**config.mk**
```make
export PLATFORM = sky130hd
export DESIGN_NAME = puf_uart_link_flat
export DESIGN_NICKNAME = d
export VERILOG_FILES = /design/src/rtl/puf_uart_link_if.sv /design/src/rtl/puf_uart_link.sv /design/src/flat_wrapper.sv
export SDC_FILE = /design/constraint.sdc
export NUM_CORES = 1
export LEC_CHECK = 0
export BUFFER_PORTS_ARGS = -buffer_cell sky130_fd_sc_hd__buf_2
export CORE_MARGIN = 8
export CORE_UTILIZATION = 60
export CTS_BUF_LIST = sky130_fd_sc_hd__clkbuf_2
export DETAILED_ROUTE_END_ITERATION = 16
export MAX_ROUTING_LAYER = met4
export PLACE_DENSITY = 0.81
export REMOVE_ABC_BUFFERS = 1
export SYNTH_ARGS = -nofsm -noshare
export SYNTH_HDL_FRONTEND = slang
export SYNTH_SLANG_ARGS = --single-unit
```
**constraint.sdc**
```tcl
create_clock -name sys_clk -period 2.6 [get_ports sys_clk]
set_input_delay 0.52 -clock sys_clk [delete_from_list [all_inputs] [get_ports sys_clk]]
set_output_delay 0.52 -clock sys_clk [all_outputs]
set_load 0.05 [all_outputs]
```
**src/rtl/puf_uart_link_if.sv**
```systemverilog
// puf_uart_link_if: UART byte port, PUF core port and link status
// signals of puf_uart_link, with link-side and environment-side modports.
interface puf_uart_link_if #(
   parameter int CHAL_BYTES = 8,
   parameter int RESP_BYTES = 4
);
   logic [7:0]              rec_dataH;
   logic                    rec_readyH;
   logic                    xmitH;
   logic [7:0]              xmit_dataH;
   logic                    xmit_doneH;
   logic [8*CHAL_BYTES-1:0] puf_challenge;
   logic                    puf_startH;
   logic                    puf_doneH;
   logic [8*RESP_BYTES-1:0] puf_response;
   logic                    link_busyH;
   logic                    frame_errH;

   // link controller side
   modport master (
      input  rec_dataH, rec_readyH, xmit_doneH,
      input  puf_doneH, puf_response,
      output xmitH, xmit_dataH, puf_challenge,
      output puf_startH, link_busyH, frame_errH
   );

   // UART / PUF environment side
   modport slave (
      output rec_dataH, rec_readyH, xmit_doneH,
      output puf_doneH, puf_response,
      input  xmitH, xmit_dataH, puf_challenge,
      input  puf_startH, link_busyH, frame_errH
   );
endinterface

```
**src/rtl/puf_uart_link.sv**
```systemverilog
// puf_uart_link: framed challenge receive, PUF launch and framed reply.
// Optional macro PUF_LINK_TIMEOUT_EN enables the inter-byte RX timeout.
module puf_uart_link #(
   parameter int CHAL_BYTES = 8,
   parameter int RESP_BYTES = 4,
   parameter int TIMEOUT    = 50000
) (
   input  logic              sys_clk,
   input  logic              sys_rst_l,
   puf_uart_link_if.master   lnk
);
   localparam int CW   = 8 * CHAL_BYTES;
   localparam int TXN  = RESP_BYTES + 2;
   localparam int TW   = 8 * TXN;
   localparam int CNTW = $clog2(CHAL_BYTES + 1);
   localparam int LW   = $clog2(TXN + 1);

   typedef enum logic [2:0] {
      S_IDLE,
      S_RX_CHAL,
      S_RX_SUM,
      S_PUF_RUN,
      S_TX_LOAD,
      S_TX_REQ,
      S_TX_WAIT
   } state_t;

   state_t          state_q, state_d;
   logic            rdy_q, rdy_d;
   logic [CNTW-1:0] cnt_q, cnt_d;
   logic [7:0]      sum_q, sum_d;
   logic [CW-1:0]   shift_q, shift_d;
   logic [CW-1:0]   chal_q, chal_d;
   logic            start_q, start_d;
   logic            err_q, err_d;
   logic [7:0]      xdata_q, xdata_d;
   logic [TW-1:0]   txbuf_q, txbuf_d;
   logic [LW-1:0]   txleft_q, txleft_d;
   logic            acc;
   logic [7:0]      rsum;

`ifdef PUF_LINK_TIMEOUT_EN
   localparam int TOW = $clog2(TIMEOUT);
   logic [TOW-1:0]  to_q, to_d;
`endif

   assign acc = lnk.rec_readyH & ~rdy_q;

   assign lnk.xmitH         = (state_q == S_TX_REQ);
   assign lnk.xmit_dataH    = xdata_q;
   assign lnk.puf_challenge = chal_q;
   assign lnk.puf_startH    = start_q;
   assign lnk.link_busyH    = (state_q != S_IDLE);
   assign lnk.frame_errH    = err_q;

   // reply checksum: sum of the live response bytes, mod 256
   always_comb begin
      rsum = 8'h00;
      for (int i = 0; i < RESP_BYTES; i++) begin
         rsum = rsum + lnk.puf_response[8*i +: 8];
      end
   end

   // frame FSM: next state, datapath updates and output pulses
   always_comb begin
      state_d  = state_q;
      rdy_d    = lnk.rec_readyH;
      cnt_d    = cnt_q;
      sum_d    = sum_q;
      shift_d  = shift_q;
      chal_d   = chal_q;
      start_d  = 1'b0;
      err_d    = 1'b0;
      xdata_d  = xdata_q;
      txbuf_d  = txbuf_q;
      txleft_d = txleft_q;
`ifdef PUF_LINK_TIMEOUT_EN
      to_d     = to_q;
`endif
      unique case (state_q)
         S_IDLE: begin
            if (acc && lnk.rec_dataH == 8'hA5) begin
               state_d = S_RX_CHAL;
               cnt_d   = '0;
               sum_d   = 8'h00;
`ifdef PUF_LINK_TIMEOUT_EN
               to_d    = '0;
`endif
            end
         end
         S_RX_CHAL: begin
            if (acc) begin
               shift_d      = shift_q << 8;
               shift_d[7:0] = lnk.rec_dataH;
               sum_d        = sum_q + lnk.rec_dataH;
               cnt_d        = cnt_q + 1'b1;
               if (cnt_q == CNTW'(CHAL_BYTES - 1)) begin
                  state_d = S_RX_SUM;
               end
`ifdef PUF_LINK_TIMEOUT_EN
               to_d = '0;
            end else if (to_q == TOW'(TIMEOUT - 1)) begin
               err_d   = 1'b1;
               state_d = S_IDLE;
            end else begin
               to_d = to_q + 1'b1;
`endif
            end
         end
         S_RX_SUM: begin
            if (acc) begin
               if (lnk.rec_dataH == sum_q) begin
                  chal_d  = shift_q;
                  start_d = 1'b1;
                  state_d = S_PUF_RUN;
               end else begin
                  err_d    = 1'b1;
                  txbuf_d  = {8'hEE, {(TW-8){1'b0}}};
                  txleft_d = LW'(1);
                  state_d  = S_TX_LOAD;
               end
`ifdef PUF_LINK_TIMEOUT_EN
               to_d = '0;
            end else if (to_q == TOW'(TIMEOUT - 1)) begin
               err_d   = 1'b1;
               state_d = S_IDLE;
            end else begin
               to_d = to_q + 1'b1;
`endif
            end
         end
         S_PUF_RUN: begin
            if (lnk.puf_doneH) begin
               txbuf_d  = {8'h5A, lnk.puf_response, rsum};
               txleft_d = LW'(TXN);
               state_d  = S_TX_LOAD;
            end
         end
         S_TX_LOAD: begin
            xdata_d  = txbuf_q[TW-1 -: 8];
            txbuf_d  = txbuf_q << 8;
            txleft_d = txleft_q - 1'b1;
            state_d  = S_TX_REQ;
         end
         S_TX_REQ: begin
            if (!lnk.xmit_doneH) begin
               state_d = S_TX_WAIT;
            end
         end
         S_TX_WAIT: begin
            if (lnk.xmit_doneH) begin
               state_d = (txleft_q == '0) ? S_IDLE : S_TX_LOAD;
            end
         end
         default: state_d = S_IDLE;
      endcase
   end

   // state and datapath registers
   always_ff @(posedge sys_clk or negedge sys_rst_l) begin
      if (!sys_rst_l) begin
         state_q  <= S_IDLE;
         rdy_q    <= 1'b0;
         cnt_q    <= '0;
         sum_q    <= 8'h00;
         shift_q  <= '0;
         chal_q   <= '0;
         start_q  <= 1'b0;
         err_q    <= 1'b0;
         xdata_q  <= 8'h00;
         txbuf_q  <= '0;
         txleft_q <= '0;
      end else begin
         state_q  <= state_d;
         rdy_q    <= rdy_d;
         cnt_q    <= cnt_d;
         sum_q    <= sum_d;
         shift_q  <= shift_d;
         chal_q   <= chal_d;
         start_q  <= start_d;
         err_q    <= err_d;
         xdata_q  <= xdata_d;
         txbuf_q  <= txbuf_d;
         txleft_q <= txleft_d;
      end
   end

`ifdef PUF_LINK_TIMEOUT_EN
   // inter-byte timeout counter
   always_ff @(posedge sys_clk or negedge sys_rst_l) begin
      if (!sys_rst_l) begin
         to_q <= '0;
      end else begin
         to_q <= to_d;
      end
   end
`endif

endmodule

```
**src/flat_wrapper.sv**
```systemverilog
// flat-port wrapper written by rule: the top's interface ports become plain ports
module puf_uart_link_flat 
#(
   parameter int CHAL_BYTES = 8,
   parameter int RESP_BYTES = 4,
   parameter int TIMEOUT    = 50000
)
  (sys_clk, sys_rst_l, lnk_rec_dataH, lnk_rec_readyH, lnk_xmit_doneH, lnk_puf_doneH, lnk_puf_response, lnk_xmitH, lnk_xmit_dataH, lnk_puf_challenge, lnk_puf_startH, lnk_link_busyH, lnk_frame_errH);
  puf_uart_link_if #(.CHAL_BYTES(CHAL_BYTES), .RESP_BYTES(RESP_BYTES)) lnk_i ();
  input  logic sys_clk;
  input  logic sys_rst_l;
  input wire logic [$bits(lnk_i.rec_dataH)-1:0] lnk_rec_dataH;
  input wire logic [$bits(lnk_i.rec_readyH)-1:0] lnk_rec_readyH;
  input wire logic [$bits(lnk_i.xmit_doneH)-1:0] lnk_xmit_doneH;
  input wire logic [$bits(lnk_i.puf_doneH)-1:0] lnk_puf_doneH;
  input wire logic [$bits(lnk_i.puf_response)-1:0] lnk_puf_response;
  output wire logic [$bits(lnk_i.xmitH)-1:0] lnk_xmitH;
  output wire logic [$bits(lnk_i.xmit_dataH)-1:0] lnk_xmit_dataH;
  output wire logic [$bits(lnk_i.puf_challenge)-1:0] lnk_puf_challenge;
  output wire logic [$bits(lnk_i.puf_startH)-1:0] lnk_puf_startH;
  output wire logic [$bits(lnk_i.link_busyH)-1:0] lnk_link_busyH;
  output wire logic [$bits(lnk_i.frame_errH)-1:0] lnk_frame_errH;
  assign lnk_i.rec_dataH = lnk_rec_dataH;
  assign lnk_i.rec_readyH = lnk_rec_readyH;
  assign lnk_i.xmit_doneH = lnk_xmit_doneH;
  assign lnk_i.puf_doneH = lnk_puf_doneH;
  assign lnk_i.puf_response = lnk_puf_response;
  assign lnk_xmitH = lnk_i.xmitH;
  assign lnk_xmit_dataH = lnk_i.xmit_dataH;
  assign lnk_puf_challenge = lnk_i.puf_challenge;
  assign lnk_puf_startH = lnk_i.puf_startH;
  assign lnk_link_busyH = lnk_i.link_busyH;
  assign lnk_frame_errH = lnk_i.frame_errH;
  puf_uart_link #(.CHAL_BYTES(CHAL_BYTES), .RESP_BYTES(RESP_BYTES), .TIMEOUT(TIMEOUT)) u_core (.sys_clk(sys_clk), .sys_rst_l(sys_rst_l), .lnk(lnk_i));
endmodule
```
**Word level (Yosys, flattened, before mapping)**

Cells that the tools add are included.

- Flip-flop bits (word level): 205
- Input port bits: 45
- Output and inout port bits: 76
- Word-level logic and storage cells: 77

- Add/subtract/negate cells: 6
- Equality and inequality tests: 17
- Multiplexer cells: 30
- Bitwise gates (word level): 2
- Reduce and logical (&&, ||, !) cells: 11

Operator list:

| cell | number |
|---|---|
| $mux 48 | 3 |
| $pmux 48 s3 | 1 |
| $mux 3 | 12 |
| $add 8x8->8 | 4 |
| $pmux 3 s7 | 1 |
| $mux 8 | 2 |
| $pmux 8 s2 | 1 |
| $eq 3x3->1 const B | 3 |
| $pmux 3 s3 | 1 |
| $eq 8x8->1 | 1 |
| $eq 8x8->1 const B | 1 |
| $mux 4 | 2 |
| $ne 2x1->1 const B | 4 |
| $ne 2x2->1 const B | 4 |
| $pmux 4 s2 | 1 |
| $reduce_and 7->1 | 1 |
| $eq 3x2->1 const B | 2 |
| $logic_not 3->1 | 2 |
| $mux 1 | 6 |
| $reduce_and 3->1 | 2 |
| $reduce_bool 3->1 | 2 |
| $add 4x1->4 const B | 1 |
| $eq 4x3->1 const B | 1 |
| $reduce_and 4->1 | 1 |
| 7 further kinds | 7 |

**Longest topological paths before layout**

- Depth in word-level cells: 5
- Gate-level depth with buffers: 11
- Mapped depth without buffers: 11

**Worst setup path before layout**

Ideal clock, no wire load.

- Kind: in2reg
- Start point: in lnk_puf_response[1]
- End point: reg u_core.txbuf_q[7]
- Library setup time: 0.121 ns
- Arrival: 2.972 ns
- Data required time: 2.479 ns
- Slack: -0.493 ns
- Stages on the path: 11
- Buffers on the path: 0
- Path through: inv_1 -> fa_1 -> fa_1 -> inv_1 -> ha_1 -> fa_1 -> a211oi_1 -> o21bai_1 -> a21oi_1 -> xnor2_1 -> a22o_1

- Cells in the longest elaborated chain, start to end: 5

RTL lines:

| item | line | source |
|---|---|---|
| start, declared | flat_wrapper.sv:16 | `input wire logic [$bits(lnk_i.puf_response)-1:0] lnk_puf_response;` |
| $add 8x8->8 (3 in series) | puf_uart_link.sv:60 | `rsum = rsum + lnk.puf_response[8*i +: 8];` |
| $mux 48 | puf_uart_link.sv:133 | `if (lnk.puf_doneH) begin` |
| $pmux 48 s3 | puf_uart_link.sv:80 | `unique case (state_q)` |
| end signal, assigned | puf_uart_link.sv:183 | `txbuf_q <= txbuf_d;` |
| end, declared | puf_uart_link.sv:37 | `logic [TW-1:0] txbuf_q, txbuf_d;` |

No other way between the ends. The select of a mux whose other input is x is not followed.
A chain may end at the register's enable or synchronous reset.

**Worst setup path after layout**

- Start point: in lnk_puf_response[12]
- End point: reg u_core.txbuf_q[7]

Same word-level chain as after synthesis.

==> reports/qor.csv <==
metric,value,unit
dr.first_iter.drc_count,602,
hold_class,primary input to asynchronous set/reset pin,
grt_pass1_vias,7557,
outcome,finished clean,
clockPowerShare,21.9,%
chipWidth,139,um
grt_overflow,0,
clock_skew,0.0528,ns
criticalPathCategory,primary input to flop,
grt_pass1_wl,35700,um
min_period,2.56,ns
cts_buffers,53,
seq_power_share,47.2,%
drcViolationCount,0,
regArea,5130,um^2
max_cap_viol_count,0,
clock_sinks,205,
yosys.cell_types.count,58,
fin_nets,1239,
syn2layout_area_growth,19.3,%
powerDensity,868,nW/um^2
instances_no_fill,1386,
hpwl,13100,um
ys_seq_elements,205,
clock_latency,0.79,ns
worst-path-max-fanout,3,
die_h,139,um
synth_ff_type,dfrtp_1,
root_buffer,clkbuf_2,
grt_start_max_net_pins,85,
io_buffer_count,120,
ios,121,
tightest_slew,1.04,ns
peakVddDrop,0.607,mV
final_util,72.6,%
drt-pass1-iter-count,7,
required,3.28,ns
p_total,9.47,mW
multi_input_area,3470,um^2
synth_most_common_cell,nand2_1,
clockBufferDepth,3,
wl_per_cell,15.4,um
hold_violations,0,
synth-warning-count,0,
rows,45,
relSlewSlack,30.5,%
ys_seq_area_share,56.1,%
p_sw,3.56,mW
synthTopCellsByArea,"dfrtp_1 (56%), nand2_1 (17%), a222oi_1 (3.5%)",
fill_cells,1124,
gp_congestion,0.874,
p_leak,6.44,nW
vias,7440,
crit_arrival,3.24,ns
yosysTopAreaCell,dfrtp_1,
synthArstFlopShare,100,%
antenna_found_initial,1,
internal_power,5.91,mW
period_share,98.3,%
fmax,0.391,GHz
grt_util_all_layers,22.8,%
setup_viol,0,
syn_area,9140,um^2
start_kind,primary input,
syn_inst,967,
swShare,37.6,%
worstSetupEndpointType,flop,
dieArea,19400,um^2
combPwrFrac,30.9,%
synth_edf_count,0,
syn_area_per_cell,9.46,um^2
slew_violations,0,
drt-total-wl,21300,um
final_layout_size_suffix_gt1_share,21.6,%
htree_levels,2,
yosys.area.top_type_share,56.1,%
start_util,60.8,%
dp_cells,1260,
rsz0062_at_grt,true,
coreArea,15000,um^2
antenna_left,0,
vias_per_cell,5.37,
cts_tree,built,
clk_pin_slew_worst_paths,0.11,ns
ys_top_cells_by_count,"nand2_1 (423), dfrtp_1 (205), inv_1 (78)",
-- cell usage in the layout (no fill, tap or decap), drive strengths merged, types with 14 or more instances in the layout --
master,count
clkbuf,80
dlygate4sd3,35
buf,155
inv,79
a222oi,32
ha,17
nand2,423
dfrtp,205
o21ai,26
nor2,14
fa,15
-- final timing paths --
| kind | slack [ns] | end | startpoint | cells after the start |
|---|---|---|---|---|
| worst max register to register | 0.31 | u_core.txbuf_q[6] | u_core.state_q[0] | 7 |
| worst max-delay path | 0.04 | u_core.txbuf_q[7] | lnk_puf_response[12] | 12 |
| worst min-delay path | 0.10 | u_core.lnk.puf_challenge[49] | sys_rst_l | 2 |
| max in group asynchronous | 1.66 | u_core.txbuf_q[8] | sys_rst_l | 3 |
| min in group sys_clk | 0.11 | u_core.txbuf_q[33] | lnk_puf_response[25] | 4 |
| worst min register to register | 0.46 | u_core.shift_q[27] | u_core.shift_q[19] | 2 |
-- flip-flops by register name, summed over array words and instances (netlist names) --
| register | count |
|---|---|
| u_core.lnk.puf_challenge | 64 |
| u_core.shift_q | 64 |
| u_core.txbuf_q | 48 |
| u_core.lnk.xmit_dataH | 8 |
| u_core.sum_q | 8 |
| u_core.cnt_q | 4 |
| u_core.state_q | 3 |
| u_core.txleft_q | 3 |
| u_core.lnk.frame_errH | 1 |
| u_core.lnk.puf_startH | 1 |
| u_core.rdy_q | 1 |
-- logic make-up (layout without fill, tap and decap cells) --
| group | after synthesis | in the layout | synth area share, % |
|---|---|---|---|
| flops | 205 | 205 | 56.1 |
| other cells | 0 | 1 | 0 |
| fa+ha+maj | 32 | 32 | 5.61 |
| compound gates | 105 | 105 | 8.94 |
| simple gates | 482 | 482 | 21.6 |
| buf+inv | 129 | 359 | 6.40 |
| mux | 3 | 3 | 0.342 |
| xor+xnor | 11 | 11 | 1.05 |
-- stage by stage --
stage	area, um^2	TNS [ns]	hold slack, ns	setup slack [ns]
global placement	10100	-2.32	0.352	-0.703
CTS	10900	0	0.00261	0.0242
global route	10900	-0.0509	0.0248	-0.0509
detailed placement	10100	-2.68	0.351	-0.714
floorplan	8850	-206.00	0.224	-2.44
finish	10900	0	0.105	0.0444
-- critical path, cell delays in order --
cell           delay (ns)
dlygate4sd3_1        0.55
buf_2                0.14
inv_1                0.08
fa_1                 0.44
fa_1                 0.51
inv_1                0.05
ha_1                 0.23
a211oi_2             0.21
o21bai_1             0.12
a21oi_2              0.14
xnor2_1              0.07
a22o_1               0.17
-- per-layer routing --
metal / global-route usage, % / part of all wire (%)
met1: 27.5 / 41
met2: 35.8 / 49
met3: 5.30 / 6.6
met4: 11.2 / 3.3
met5: - / 0
-- repair_timing --
action / 4_1_cts / 5_1_grt
resized for setup: 3 / 7
hold buffers: 35 / 0
pin swaps: 0 / 1
endpoints found under the setup margin: 2 / 4
endpoints found under the hold margin: 239 / 0
buffers inserted: 1 / 0
gates cloned: 0 / 0
-- power by group through the flow --
stage / Clock, mW / Combinational, mW / Sequential (mW)
4_1_cts: 2.16 / 2.91 / 4.43
3_5_place_dp: 0 / 2.83 / 4.49
5_1_grt: 2.33 / 3.28 / 4.55
2_1_floorplan: 0 / 1.77 / 4.57
6_report: 2.08 / 2.93 / 4.47
3_3_place_gp: 0 / 2.71 / 4.46
-- layout make-up --
cell class,instances,area share (%)
Multi-Input combinational cell,633,31.8
Inverter,78,2.68
Tap cell,188,2.16
Clock buffer,79,3.62
Antenna cell,1,0.0229
Timing Repair Buffer,191,12.2
Sequential cell,205,47.1
Clock inverter,11,0.470
Note: power is estimated with default switching activity, not from simulation.
